File: config.mk
export PLATFORM = sky130hd
export DESIGN_NAME = if_collapse_result_buffer_flat
export DESIGN_NICKNAME = d
export VERILOG_FILES = /design/src/rtl/if_collapse_result_buffer_if.sv /design/src/rtl/if_collapse_result_buffer.sv /design/src/flat_wrapper.sv
export SDC_FILE = /design/constraint.sdc
export NUM_CORES = 1
export LEC_CHECK = 0
export BUFFER_PORTS_ARGS = -buffer_cell sky130_fd_sc_hd__buf_4
export CAP_MARGIN = 20
export CORE_MARGIN = 5
export CORE_UTILIZATION = 30
export CTS_BUF_LIST = sky130_fd_sc_hd__clkbuf_8
export DETAILED_ROUTE_END_ITERATION = 8
export SLEW_MARGIN = 20
export SYNTH_ARGS = -nofsm -noshare
export SYNTH_HDL_FRONTEND = slang
export SYNTH_SLANG_ARGS = --single-unit
File: constraint.sdc
create_clock -name clock -period 4.05 [get_ports clock]
set_clock_uncertainty 0.05 [all_clocks]
set_input_delay 0.405 -clock clock [delete_from_list [all_inputs] [get_ports clock]]
set_output_delay 0.405 -clock clock [all_outputs]
set_load 0.005 [all_outputs]
File: src/rtl/if_collapse_result_buffer_if.sv
// Bundle between the if-collapse producer/consumer side and the result buffer.
//   producer side : out0_in, out1_in (push request), out2_in, flush
//   consumer side : rd_ready in, rd_valid/rd_data out
//   status        : level, full, accept_cnt, drop_cnt, match_cnt
// master = the side that drives producer/consumer requests (testbench or parent);
// slave  = the result buffer itself.
interface if_collapse_result_buffer_if #(
  parameter int BITS  = 2,
  parameter int DEPTH = 4,
  parameter int CNT_W = 8
);
  localparam int LW = $clog2(DEPTH) + 1;

  logic [BITS-1:0]   out0_in;
  logic              out1_in;
  logic [BITS-1:0]   out2_in;
  logic              flush;
  logic              rd_ready;
  logic              rd_valid;
  logic [2*BITS-1:0] rd_data;
  logic [LW-1:0]     level;
  logic              full;
  logic [CNT_W-1:0]  accept_cnt;
  logic [CNT_W-1:0]  drop_cnt;
  logic [CNT_W-1:0]  match_cnt;

  modport master (
    output out0_in, out1_in, out2_in, flush, rd_ready,
    input  rd_valid, rd_data, level, full, accept_cnt, drop_cnt, match_cnt
  );

  modport slave (
    input  out0_in, out1_in, out2_in, flush, rd_ready,
    output rd_valid, rd_data, level, full, accept_cnt, drop_cnt, match_cnt
  );
endinterface

File: src/rtl/if_collapse_result_buffer.sv
// Result buffer behind the if-collapse producer: a small first-word-fall-through
// FIFO of qualified {out2, out0} samples plus saturating statistics.
// Ports:
//   clock   : rising-edge clock
//   reset_n : asynchronous active-low reset
//   bus     : slave side of if_collapse_result_buffer_if (push/flush inputs,
//             rd_ready/rd_valid/rd_data handshake, level/full and counters)
module if_collapse_result_buffer #(
  parameter int BITS  = 2,
  parameter int DEPTH = 4,
  parameter int CNT_W = 8
) (
  input  logic                          clock,
  input  logic                          reset_n,
  if_collapse_result_buffer_if.slave    bus
);
  localparam int AW = $clog2(DEPTH);
  localparam int LW = AW + 1;
  localparam int EW = 2 * BITS;
  localparam logic [LW-1:0] FULL_LVL = LW'(DEPTH);

  logic [EW-1:0]    mem_q [DEPTH];
  logic [AW-1:0]    wr_ptr_q, wr_ptr_d;
  logic [AW-1:0]    rd_ptr_q, rd_ptr_d;
  logic [LW-1:0]    level_q, level_d;
  logic [CNT_W-1:0] acc_cnt_q, acc_cnt_d;
  logic [CNT_W-1:0] drop_cnt_q, drop_cnt_d;
  logic [CNT_W-1:0] match_cnt_q, match_cnt_d;

  logic push, pop, full, rd_valid, accept;

  function automatic logic [CNT_W-1:0] sat_inc(input logic [CNT_W-1:0] v);
    return (&v) ? v : v + 1'b1;
  endfunction

  // A full FIFO still takes a push when the head leaves in the same cycle.
  always_comb begin
    push     = bus.out1_in;
    rd_valid = (level_q != '0);
    full     = (level_q == FULL_LVL);
    pop      = rd_valid & bus.rd_ready;
    accept   = push & (~full | pop);
  end

  always_comb begin
    wr_ptr_d    = wr_ptr_q;
    rd_ptr_d    = rd_ptr_q;
    level_d     = level_q;
    acc_cnt_d   = acc_cnt_q;
    drop_cnt_d  = drop_cnt_q;
    match_cnt_d = match_cnt_q;
    if (bus.flush) begin
      // Flush wins: the push in this cycle is neither stored nor counted.
      wr_ptr_d = '0;
      rd_ptr_d = '0;
      level_d  = '0;
    end else begin
      if (accept) begin
        wr_ptr_d  = wr_ptr_q + 1'b1;
        acc_cnt_d = sat_inc(acc_cnt_q);
        if (bus.out0_in == bus.out2_in) match_cnt_d = sat_inc(match_cnt_q);
      end else if (push) begin
        drop_cnt_d = sat_inc(drop_cnt_q);
      end
      if (pop) rd_ptr_d = rd_ptr_q + 1'b1;
      if (accept && !pop)      level_d = level_q + 1'b1;
      else if (pop && !accept) level_d = level_q - 1'b1;
    end
  end

  always_ff @(posedge clock or negedge reset_n) begin
    if (!reset_n) begin
      wr_ptr_q    <= '0;
      rd_ptr_q    <= '0;
      level_q     <= '0;
      acc_cnt_q   <= '0;
      drop_cnt_q  <= '0;
      match_cnt_q <= '0;
    end else begin
      wr_ptr_q    <= wr_ptr_d;
      rd_ptr_q    <= rd_ptr_d;
      level_q     <= level_d;
      acc_cnt_q   <= acc_cnt_d;
      drop_cnt_q  <= drop_cnt_d;
      match_cnt_q <= match_cnt_d;
    end
  end

  // Storage needs no reset: it is never observed while the FIFO is empty.
  always_ff @(posedge clock) begin
    if (accept && !bus.flush) mem_q[wr_ptr_q] <= {bus.out2_in, bus.out0_in};
  end

  // Head is gated by rd_valid so rd_data reads 0 in reset and when empty.
  assign bus.rd_data    = rd_valid ? mem_q[rd_ptr_q] : '0;
  assign bus.rd_valid   = rd_valid;
  assign bus.level      = level_q;
  assign bus.full       = full;
  assign bus.accept_cnt = acc_cnt_q;
  assign bus.drop_cnt   = drop_cnt_q;
  assign bus.match_cnt  = match_cnt_q;
endmodule

File: src/flat_wrapper.sv
// flat-port wrapper written by rule: the top's interface ports become plain ports
module if_collapse_result_buffer_flat 
#(
  parameter int BITS  = 2,
  parameter int DEPTH = 4,
  parameter int CNT_W = 8
)
  (clock, reset_n, bus_out0_in, bus_out1_in, bus_out2_in, bus_flush, bus_rd_ready, bus_rd_valid, bus_rd_data, bus_level, bus_full, bus_accept_cnt, bus_drop_cnt, bus_match_cnt);
  if_collapse_result_buffer_if #(.BITS(BITS), .DEPTH(DEPTH), .CNT_W(CNT_W)) bus_i ();
  input  logic clock;
  input  logic reset_n;
  input wire logic [$bits(bus_i.out0_in)-1:0] bus_out0_in;
  input wire logic [$bits(bus_i.out1_in)-1:0] bus_out1_in;
  input wire logic [$bits(bus_i.out2_in)-1:0] bus_out2_in;
  input wire logic [$bits(bus_i.flush)-1:0] bus_flush;
  input wire logic [$bits(bus_i.rd_ready)-1:0] bus_rd_ready;
  output wire logic [$bits(bus_i.rd_valid)-1:0] bus_rd_valid;
  output wire logic [$bits(bus_i.rd_data)-1:0] bus_rd_data;
  output wire logic [$bits(bus_i.level)-1:0] bus_level;
  output wire logic [$bits(bus_i.full)-1:0] bus_full;
  output wire logic [$bits(bus_i.accept_cnt)-1:0] bus_accept_cnt;
  output wire logic [$bits(bus_i.drop_cnt)-1:0] bus_drop_cnt;
  output wire logic [$bits(bus_i.match_cnt)-1:0] bus_match_cnt;
  assign bus_i.out0_in = bus_out0_in;
  assign bus_i.out1_in = bus_out1_in;
  assign bus_i.out2_in = bus_out2_in;
  assign bus_i.flush = bus_flush;
  assign bus_i.rd_ready = bus_rd_ready;
  assign bus_rd_valid = bus_i.rd_valid;
  assign bus_rd_data = bus_i.rd_data;
  assign bus_level = bus_i.level;
  assign bus_full = bus_i.full;
  assign bus_accept_cnt = bus_i.accept_cnt;
  assign bus_drop_cnt = bus_i.drop_cnt;
  assign bus_match_cnt = bus_i.match_cnt;
  if_collapse_result_buffer #(.BITS(BITS), .DEPTH(DEPTH), .CNT_W(CNT_W)) u_core (.clock(clock), .reset_n(reset_n), .bus(bus_i));
endmodule
==> results of run 1 <==
synthesized netlist by cell type, drive strengths merged (5+ instances only):
cell type and n:
dfrtp 31, edfxtp 16, nand2 16, nand3 15, nor2 13, xnor2 12
and3 10, mux2 9, xor2 8, ha 7, inv 6, nand4 6
and2 5
flip-flops by register name, indices dropped and copies added, names as in the netlist:
signal and count:
u_core.mem_q 16, u_core.bus.accept_cnt 8, u_core.bus.drop_cnt 8, u_core.bus.match_cnt 8, u_core.bus.level 3, u_core.rd_ptr_q 2
u_core.wr_ptr_q 2
layout make-up:
class	count	area (sq um)	area share [%]
Inverter	6	22.5	0.772
Clock inverter	3	67.6	2.32
Tap cell	102	128	4.38
Sequential cell	47	1260	43.1
Multi-Input combinational cell	141	1060	36.2
Timing Repair Buffer	42	318	10.9
Clock buffer	5	68.8	2.36
worst max-delay path, delay by kind of cell (launching register included):
family | cells | cell delay (ps)
and+or+nand+nor | 4 | 830
AOI/OAI and AO/OA | 2 | 330
DFF | 1 | 540
adders and majority gates | 1 | 430
cell families (layout without fill, tap and decap cells):
logic type,count (synthesis),in the layout
compound gates,18,18
xor+xnor,20,20
fa+ha+maj,8,8
buf+inv,14,56
flops,47,47
mux,13,13
simple gates,82,82
routing by layer:
metal	share of wire (%)	GRT usage [%]	up-vias	wire length, microns
met1	45	12.1	792	2080
met2	48	16.6	38	2230
met3	5.9	3.54	5	274
met4	0.71	2.21	0	33
met5	0	0	-	0
li1	-	-	803	-
metrics by stage:
stage	setup WS (ps)	hold WS, ps	cells
floorplan	1820	59.4	202
global placement	1850	323	337
detailed placement	1770	329	337
CTS	1750	263	346
global route	1580	256	346
finish	1770	270	346
worst min path at each step:
stage / startpoint / end / cells past startpoint
2_1_floorplan: reset_n / u_core.bus.accept_cnt[0] / 0
3_3_place_gp: reset_n / u_core.bus.accept_cnt[2] / 1
3_5_place_dp: reset_n / u_core.bus.accept_cnt[4] / 1
4_1_cts: bus_out0_in[0] / u_core.mem_q[0][0] / 1
5_1_grt: bus_out0_in[1] / u_core.mem_q[0][1] / 1
6_report: bus_out0_in[1] / u_core.mem_q[0][1] / 1
repair_timing:
action	in CTS	in global routing
hold buffers	1	0
hold endpoints to repair	16	0
gates resized for setup	0	0
power by group:
part / total, W / switching (W) / leakage, nW / internal [W]
clock: 0.000410 / 0.000163 / 0.0644 / 0.000246
sequential: 0.000701 / 0.000127 / 0.558 / 0.000574
combinational: 0.000489 / 0.000204 / 0.635 / 0.000286
==> flow_summary_export.csv, run 1 <==
group,metric,value,unit
critical_path,path_cells,"nor3_1, nor2_1, fa_1, or3b_1, a31oi_1, a21boi_1, nor2_1",
global_routing,grt-ovfl-total,0,
logic_synthesis,synth_compound_area_share,5.42,%
critical_path,path_max_fanout,13,
logic_synthesis,synth_xor_xnor_area_share,7.37,%
critical_path,worstReg2RegEnd,"u_core.bus.level[2]",
logic_synthesis,yosys_warnings,0,
logic_synthesis,synthFlopType,"dfrtp_1",
logic_synthesis,yosys.area_share.adder,4.53,%
timing,slew-limit-headroom,69.9,%
global_routing,grt_usage,9.85,%
logic_synthesis,synthMuxAreaShare,8.21,%
finish,drive_above_1_share,23.0,%
detailed_routing,vias_per_cell,4.73,
placed_design,place_hpwl,3.42,mm
critical_path,rrSetupSlack,1770,ps
logic_synthesis,yosys.cell_types.count,39,
timing,setup_violations,0,
die,core_area,7730,sq um
timing,min_period,2280,ps
run,cap_violations,0,
logic_synthesis,synth_fp_nets,219,
logic_synthesis,syn_area,2380,sq um
detailed_routing,route.detailed.wl_per_inst,13.4,microns
critical_path,cp-endpoint,"u_core.bus.level[2]",
placed_design,placed_area,2770,sq um
clock_tree,clk_pin_slew,90,ps
finish,final_cell_area,2920,sq um
clock_tree,cts_tree,"yes",
pwr,ir_drop,220,uV
critical_path,reg2regPathDepth,7,
critical_path,crit_slowest_cell,"dfrtp_1",
critical_path,critPathArrivalTime,2430,ps
clock_tree,postCtsSetupBuffers,0,
pwr,report.power.total,0.00160,W
clock_tree,clockBufferDepth,2,
logic_synthesis,ys_ff_latch,47,
logic_synthesis,synth.top_cell.area_share,32.6,%
detailed_routing,drc,0,
finish,final_common_cell,"buf_4",
detailed_routing,drtIter0Drc,30,
detailed_routing,ant_nets,0,
critical_path,critPathKind,"reg -> reg",
detailed_routing,wirelength,4.62,mm
global_routing,grt_max_degree,32,
die,rows,32,
logic_synthesis,synth_top_family_by_area,"simple AND/OR/NAND/NOR gates",
finish,diodes,0,
outcome,outcome,"finished, final reports clean",
logic_synthesis,synth.area.top_cells,"dfrtp_1, edfxtp_1, xnor2_1",
timing,max_freq,438,MHz
clock_tree,clockRootBuffer,"clkbuf_8",
finish,syn_to_final_growth,22.7,%
clock_tree,clock_latency,300,ps
die,initial_core_util,30.7,%
critical_path,crit_path_start,"u_core.bus.level[1]",
finish,nFillCells,772,
global_routing,antenna_found_initial,0,
clock_tree,h-tree-depth,2,
clock_tree,numClockSinks,47,
critical_path,r2r-start,"u_core.bus.level[1]",
critical_path,start_kind,"register",
detailed_routing,dr_total_vias,1638,
clock_tree,numCtsBuffers,5,
critical_path,crit_path_max_incr_delay,540,ps
timing,tightestPinTransition,451,ps
die,die_width,99.0,microns
critical_path,end_kind,"register",
logic_synthesis,synthCells,202,
logic_synthesis,synth_enable_flop_cells,16,
timing,fin_crit_sh,56.3,%
finish,fin_util,37.7,%
logic_synthesis,netlist.top_cell.by_area,"dfrtp_1",
critical_path,crit_top_cell,"nor2_1",
logic_synthesis,synthSimpleGateAreaFrac,18.9,%
global_routing,grt_pass1_wl,7.91,mm
logic_synthesis,syn_avg_cell_area,11.8,sq um
placed_design,gp_congestion,0.793,
finish,layout_common_cells,"buf_4, dfrtp_1, nand2_1, edfxtp_1, nand3_1",
detailed_routing,first_pass_iters,4,
critical_path,critical_path_required,4200,ps
die,dieArea,9800,sq um
timing,hold_viol,0,
timing,tns,0,ps
logic_synthesis,synthArstFlopShare,66.0,%
worst_hold_path,holdCritPathClass,"in -> reg",
timing,rsz0062_at_grt,"false",
pwr,power.density,549,nW/um^2
timing,slew_violations,0,
die,die_h,99.0,microns
placed_design,portBuffers,41,
global_routing,grt_pass1_vias,1662,
logic_synthesis,ys_seq_area_share,52.9,%
die,io_pins,42,
finish,nNetsFinal,260,
pwr,leakagePower,1.26,nW
Note: power is estimated with default switching activity, not from simulation.
==> inputs of run 2 (changes only) <==
--- a/config.mk
+++ b/config.mk
@@ -5,6 +5,7 @@
 export SDC_FILE = /design/constraint.sdc
 export NUM_CORES = 1
 export LEC_CHECK = 0
+export ABC_AREA = 1
 export BUFFER_PORTS_ARGS = -buffer_cell sky130_fd_sc_hd__buf_4
 export CAP_MARGIN = 20
 export CORE_MARGIN = 5
==> constraint.sdc (replaced) <==
create_clock -name clock -period 2.1 [get_ports clock]
set_clock_uncertainty 0.05 [all_clocks]
set_input_delay 0.21 -clock clock [delete_from_list [all_inputs] [get_ports clock]]
set_output_delay 0.21 -clock clock [all_outputs]
set_load 0.005 [all_outputs]
==> flow_summary_export.csv, run 2 <==
group,metric,value,unit
clock_tree,numClockSinks,47,
detailed_routing,drtIter0Drc,77,
critical_path,r2r-start,"u_core.bus.level[1]",
timing,hold_viol,0,
global_routing,grtUsageMet3,1.95,%
timing,slew_violations,0,
die,die_h,100,microns
die,io_pins,42,
finish,layout_common_cells,"nand2_1, buf_4, nor2_1",
global_routing,grt-busiest-layer,"met2",
placed_design,place_hpwl,3.63,mm
global_routing,grt_max_degree,32,
timing,rsz0062_at_grt,"false",
critical_path,worst-path-buf-inv,2,
critical_path,crit_slowest_cell,"dfrtp_1",
finish,diodes,0,
critical_path,crit_path_max_incr_delay,410,ps
logic_synthesis,synth.top_cell.area_share,31.7,%
clock_tree,postCtsSetupBuffers,0,
clock_tree,clock_latency,290,ps
logic_synthesis,synthFlopType,"dfrtp_1",
critical_path,critPathKind,"reg -> reg",
logic_synthesis,syn_avg_cell_area,8.70,sq um
clock_tree,clk_pin_slew,90,ps
timing,fin_crit_sh,89.3,%
die,rows,33,
pwr,leakagePower,1.43,nW
global_routing,grt_pass1_vias,1861,
logic_synthesis,ys_seq_area_share,51.4,%
detailed_routing,dr_total_vias,1920,
detailed_routing,drc,0,
finish,nNetsFinal,345,
clock_tree,clockBufferDepth,2,
finish,stdcell_count,434,
critical_path,critPathTopFamily,"simple AND/OR/NAND/NOR gates",
logic_synthesis,syn_area,2450,sq um
finish,largest_register_ffs,16,
placed_design,portBuffers,41,
outcome,outcome,"finished, final reports clean",
logic_synthesis,yosys_warnings,0,
worst_hold_path,holdCritPathClass,"in -> reg",
timing,holdWs,70.7,ps
critical_path,crit_top_cell,"nand2_1",
detailed_routing,first_pass_iters,4,
global_routing,grt_pass1_wl,8.40,mm
logic_synthesis,synth.area.top_cells,"dfrtp_1, edfxtp_1, nand2_1",
timing,slew-limit-headroom,72.2,%
placed_design,gp_congestion,0.786,
logic_synthesis,synth_commonest_cells,"nand2_1, nor2_1, dfrtp_1, inv_1, o21ai_0",
detailed_routing,vias_per_cell,4.42,
critical_path,end_kind,"register",
finish,regMostFlops,"u_core.mem_q",
clock_tree,h-tree-depth,2,
run,cap_violations,0,
logic_synthesis,ys_ff_latch,47,
logic_synthesis,synthArstFlopShare,66.0,%
global_routing,grt-ovfl-total,0,
placed_design,dp_cells,425,
detailed_routing,ant_nets,0,
placed_design,dpl_worst_slack,199,ps
timing,tns,0,ps
timing,postLayoutSetupSlackWorst,225,ps
pwr,ir_drop,389,uV
logic_synthesis,yosysMostFrequentCell,"nand2_1",
global_routing,use_met2,17.6,%
clock_tree,cts_tree,"yes",
timing,tightestPinTransition,417,ps
logic_synthesis,netlist.top_cell.by_area,"dfrtp_1",
die,dieArea,10100,sq um
die,initial_core_util,30.2,%
clock_tree,clockRootBuffer,"clkbuf_8",
critical_path,path_max_fanout,4,
worst_hold_path,min_from,"bus_flush",
die,die_width,100,microns
detailed_routing,route.detailed.wl_per_inst,11.3,microns
pwr,power.density,956,nW/um^2
logic_synthesis,synth_fp_nets,298,
timing,min_period,1870,ps
timing,setup_violations,0,
finish,nFillCells,859,
finish,drive_above_1_share,18.5,%
critical_path,crit_path_start,"u_core.bus.level[1]",
global_routing,antenna_found_initial,0,
critical_path,critical_path_required,2240,ps
finish,syn_to_final_growth,21.5,%
finish,final_common_cell,"nand2_1",
timing,max_freq,533,MHz
global_routing,met1_usage,12.6,%
clock_tree,numCtsBuffers,5,
logic_synthesis,synth_enable_flop_cells,16,
critical_path,critPathArrivalTime,2020,ps
logic_synthesis,synthCells,281,
logic_synthesis,yosys.cell_types.count,24,
global_routing,grt_usage,10.2,%
detailed_routing,wirelength,4.90,mm
critical_path,start_kind,"register",
critical_path,path_cells,"nor2_2, nand2_1, nand3_2, inv_1, fa_1, xnor2_1, inv_1, nand2_1, nand2_1, nand2_1, nand2_1",
die,core_area,8090,sq um
==> run 2: repair_timing <==
action                                 CTS  global route
hold buffers                             1             0
gates resized for setup                  0             1
endpoints found under the hold margin   31             0
setup endpoints to repair                0             1
==> run 2: kinds of logic after synthesis <==
kind of cell    Yosys count  synth area share (%)
compound gates           28                  5.73
buf+inv                  31                  5.11
fa+ha+maj                 8                  4.40
xor+xnor                 20                  7.16
flops                    47                  51.4
simple gates            147                  26.2
==> run 2: worst paths after layout <==
kind	end	cells after the start	slack, ps
setup / recovery	u_core.bus.level[2]	11	230
hold / removal	u_core.rd_ptr_q[1]	2	70
setup reg to reg	u_core.bus.level[2]	11	230
min in group asynchronous	u_core.bus.accept_cnt[2]	2	330
max in group asynchronous	u_core.bus.level[2]	2	1340
hold reg to reg	u_core.bus.accept_cnt[7]	2	470
==> run 2: worst register-to-register path, stage by stage, from the launching register on <==
cell and delay [ps]:
dfrtp_1 410, nor2_2 180, nand2_1 110, nand3_2 110, inv_1 60, fa_1 380
xnor2_1 200, inv_1 60, nand2_1 60, nand2_1 50, nand2_1 60, nand2_1 50
==> run 2: metrics by stage <==
step | total power, W | cell area [sq um] | util (%)
after floorplan | 0.00185 | 2450 | -
after global placement | 0.00230 | 2870 | 35.5
after detailed placement | 0.00232 | 2870 | 35.5
after CTS | 0.00289 | 2970 | 36.7
after global routing | 0.00307 | 2970 | 36.7
final | 0.00284 | 2970 | 36.7
==> run 2: metal layers <==
metal | wire length [microns] | vias up
li1 | - | 986
met1 | 2290 | 886
met2 | 2330 | 42
met3 | 198 | 6
met4 | 76 | 0
met5 | 0 | -
==> run 2: power breakdown <==
part | internal (W) | total (W) | switching (W)
logic | 0.000478 | 0.000976 | 0.000499
registers | 0.00111 | 0.00131 | 0.000205
clock network | 0.000261 | 0.000553 | 0.000292
==> run 2: area by class of cell <==
class | instances | area, sq um | area share [%]
Clock inverter | 2 | 8.76 | 0.295
Multi-Input combinational cell | 203 | 1060 | 35.8
Sequential cell | 47 | 1260 | 42.3
Timing Repair Buffer | 42 | 318 | 10.7
Tap cell | 105 | 131 | 4.42
Inverter | 29 | 109 | 3.66
Clock buffer | 6 | 82.6 | 2.78
==> inputs of run 3 (changes only) <==
--- a/config.mk
+++ b/config.mk
@@ -9,9 +9,10 @@
 export BUFFER_PORTS_ARGS = -buffer_cell sky130_fd_sc_hd__buf_4
 export CAP_MARGIN = 20
 export CORE_MARGIN = 5
-export CORE_UTILIZATION = 30
+export CORE_UTILIZATION = 56
 export CTS_BUF_LIST = sky130_fd_sc_hd__clkbuf_8
 export DETAILED_ROUTE_END_ITERATION = 8
+export PLACE_DENSITY = 0.8
 export SLEW_MARGIN = 20
 export SYNTH_ARGS = -nofsm -noshare
 export SYNTH_HDL_FRONTEND = slang
==> flow_summary_export.csv, run 3 (synthesized netlist as in run 2, its figures left out) <==
group,metric,value,unit
clock_tree,numCtsBuffers,5,
global_routing,grt-ovfl-total,0,
placed_design,place_hpwl,3.48,mm
critical_path,critPathArrivalTime,2090,ps
detailed_routing,drc,0,
detailed_routing,wirelength,4.71,mm
pwr,ir_drop,538,uV
critical_path,start_kind,"register",
die,die_h,76.1,microns
outcome,outcome,"finished, final reports clean",
die,die_width,76.1,microns
clock_tree,h-tree-depth,2,
die,rows,24,
critical_path,path_max_fanout,6,
timing,hold_viol,0,
finish,layout_common_cells,"nand2_1, buf_4, nor2_1",
timing,min_period,1950,ps
finish,nFillCells,362,
clock_tree,clock_latency,290,ps
finish,syn_to_final_growth,18.4,%
critical_path,worstReg2RegEnd,"u_core.bus.level[2]",
clock_tree,clk_pin_slew,90,ps
global_routing,grt_pass1_vias,1882,
worst_hold_path,whs_path_depth,1,
timing,tightestPinTransition,403,ps
worst_hold_path,holdCritPathClass,"in -> reg",
placed_design,portBuffers,41,
die,dieArea,5790,sq um
clock_tree,cts_tree,"yes",
timing,slew-limit-headroom,73.1,%
timing,fin_crit_sh,92.6,%
run,cap_violations,0,
detailed_routing,dr_total_vias,1948,
timing,holdWs,75.4,ps
clock_tree,ctsResizeCount,0,
finish,nNetsFinal,345,
critical_path,reg2regPathDepth,12,
finish,drive_above_1_share,17.9,%
global_routing,grt_pass1_wl,8.54,mm
detailed_routing,drtIter0Drc,101,
detailed_routing,vias_per_cell,5.11,
global_routing,grt_usage,17.5,%
critical_path,critPathKind,"reg -> reg",
clock_tree,clockRootBuffer,"clkbuf_8",
global_routing,met1_usage,23.1,%
finish,regMostFlops,"u_core.mem_q",
detailed_routing,route.detailed.wl_per_inst,12.3,microns
pwr,power.density,966,nW/um^2
detailed_routing,first_pass_iters,4,
placed_design,gp_congestion,0.848,
finish,diodes,0,
timing,tns,0,ps
worst_hold_path,min_from,"bus_out2_in[1]",
critical_path,critical_path_required,2240,ps
pwr,report.power.total,0.00280,W
critical_path,rrSetupSlack,150,ps
finish,fin_util,67.5,%
placed_design,dpl_worst_slack,156,ps
finish,final_common_cell,"nand2_1",
timing,max_freq,514,MHz
finish,largest_register_ffs,16,
pwr,leakagePower,1.43,nW
timing,postLayoutSetupSlackWorst,155,ps
die,initial_core_util,57.0,%
detailed_routing,ant_nets,0,
die,io_pins,42,
global_routing,grt-busiest-layer,"met2",
global_routing,use_met2,28.6,%
timing,rsz0062_at_grt,"false",
critical_path,end_kind,"register",
timing,slew_violations,0,
critical_path,r2r-start,"u_core.bus.level[2]",
global_routing,grtUsageMet3,4.85,%
global_routing,grt_max_degree,32,
clock_tree,clockBufferDepth,2,
clock_tree,numClockSinks,47,
worst_hold_path,min_to,"u_core.mem_q[3][3]",
timing,setup_violations,0,
global_routing,antenna_found_initial,0,
die,core_area,4290,sq um
[run 3: changes by cell type in the layout (fill, tap and decap cells not counted), sizes merged]
cell and change:
inv +1, clkinv -1, clkbuf -1, clkinvlp +1
[run 3: where the power goes]
group	internal (W)	switching [W]
Sequential	0.00110	0.000204
Combinational	0.000475	0.000498
Clock	0.000226	0.000292
[run 3: layer usage]
metal	routed length [microns]	vias up	part of all wire, %
met1	2110	919	45
li1	-	983	-
met4	48	0	1.0
met3	263	5	5.6
met5	0	-	0
met2	2280	41	49
[run 3: final cells by class]
class | count | area [sq um] | share of cell area (%)
clock inverter | 3 | 15.0 | 0.518
inverter | 29 | 109 | 3.76
tap | 52 | 65.1 | 2.25
timing repair buffer | 42 | 318 | 11.0
multi-input combinational | 203 | 1060 | 36.8
sequential | 47 | 1260 | 43.4
clock buffer | 5 | 68.8 | 2.38
[run 3: through the flow]
step | std cells | area [sq um]
3_3_place_gp | 372 | 2800
4_1_cts | 381 | 2900
6_report | 381 | 2900
2_1_floorplan | 281 | 2450
3_5_place_dp | 372 | 2800
5_1_grt | 381 | 2900
[run 3: critical path: stages, from the launching register on]
cell     delay [ps]
dfrtp_1         480
inv_1            80
nand2_2         110
nand2_1         100
nand3_2         100
inv_1            60
fa_1            370
xnor2_1         200
inv_1            70
nand2_1          70
nand2_1          50
nand2_1          60
nand2_1          50
[run 3: timing repair]
| action | CTS | global route |
|---|---|---|
| buffers inserted | 0 | 0 |
| hold buffers | 1 | 0 |
| hold endpoints to repair | 31 | 0 |
[run 3: worst max-delay path by stage]
stage | from | end | slack (ps) | cells past startpoint
final | u_core.bus.level[2] | u_core.bus.level[2] | 150 | 12
after global routing | u_core.bus.level[2] | u_core.bus.level[2] | 30 | 12
after CTS | u_core.bus.level[2] | u_core.bus.level[2] | 150 | 12
after detailed placement | u_core.bus.level[2] | u_core.bus.level[2] | 160 | 12
after global placement | u_core.bus.level[2] | u_core.bus.level[2] | 290 | 12
after floorplan | u_core.bus.level[2] | u_core.bus.level[2] | 330 | 12
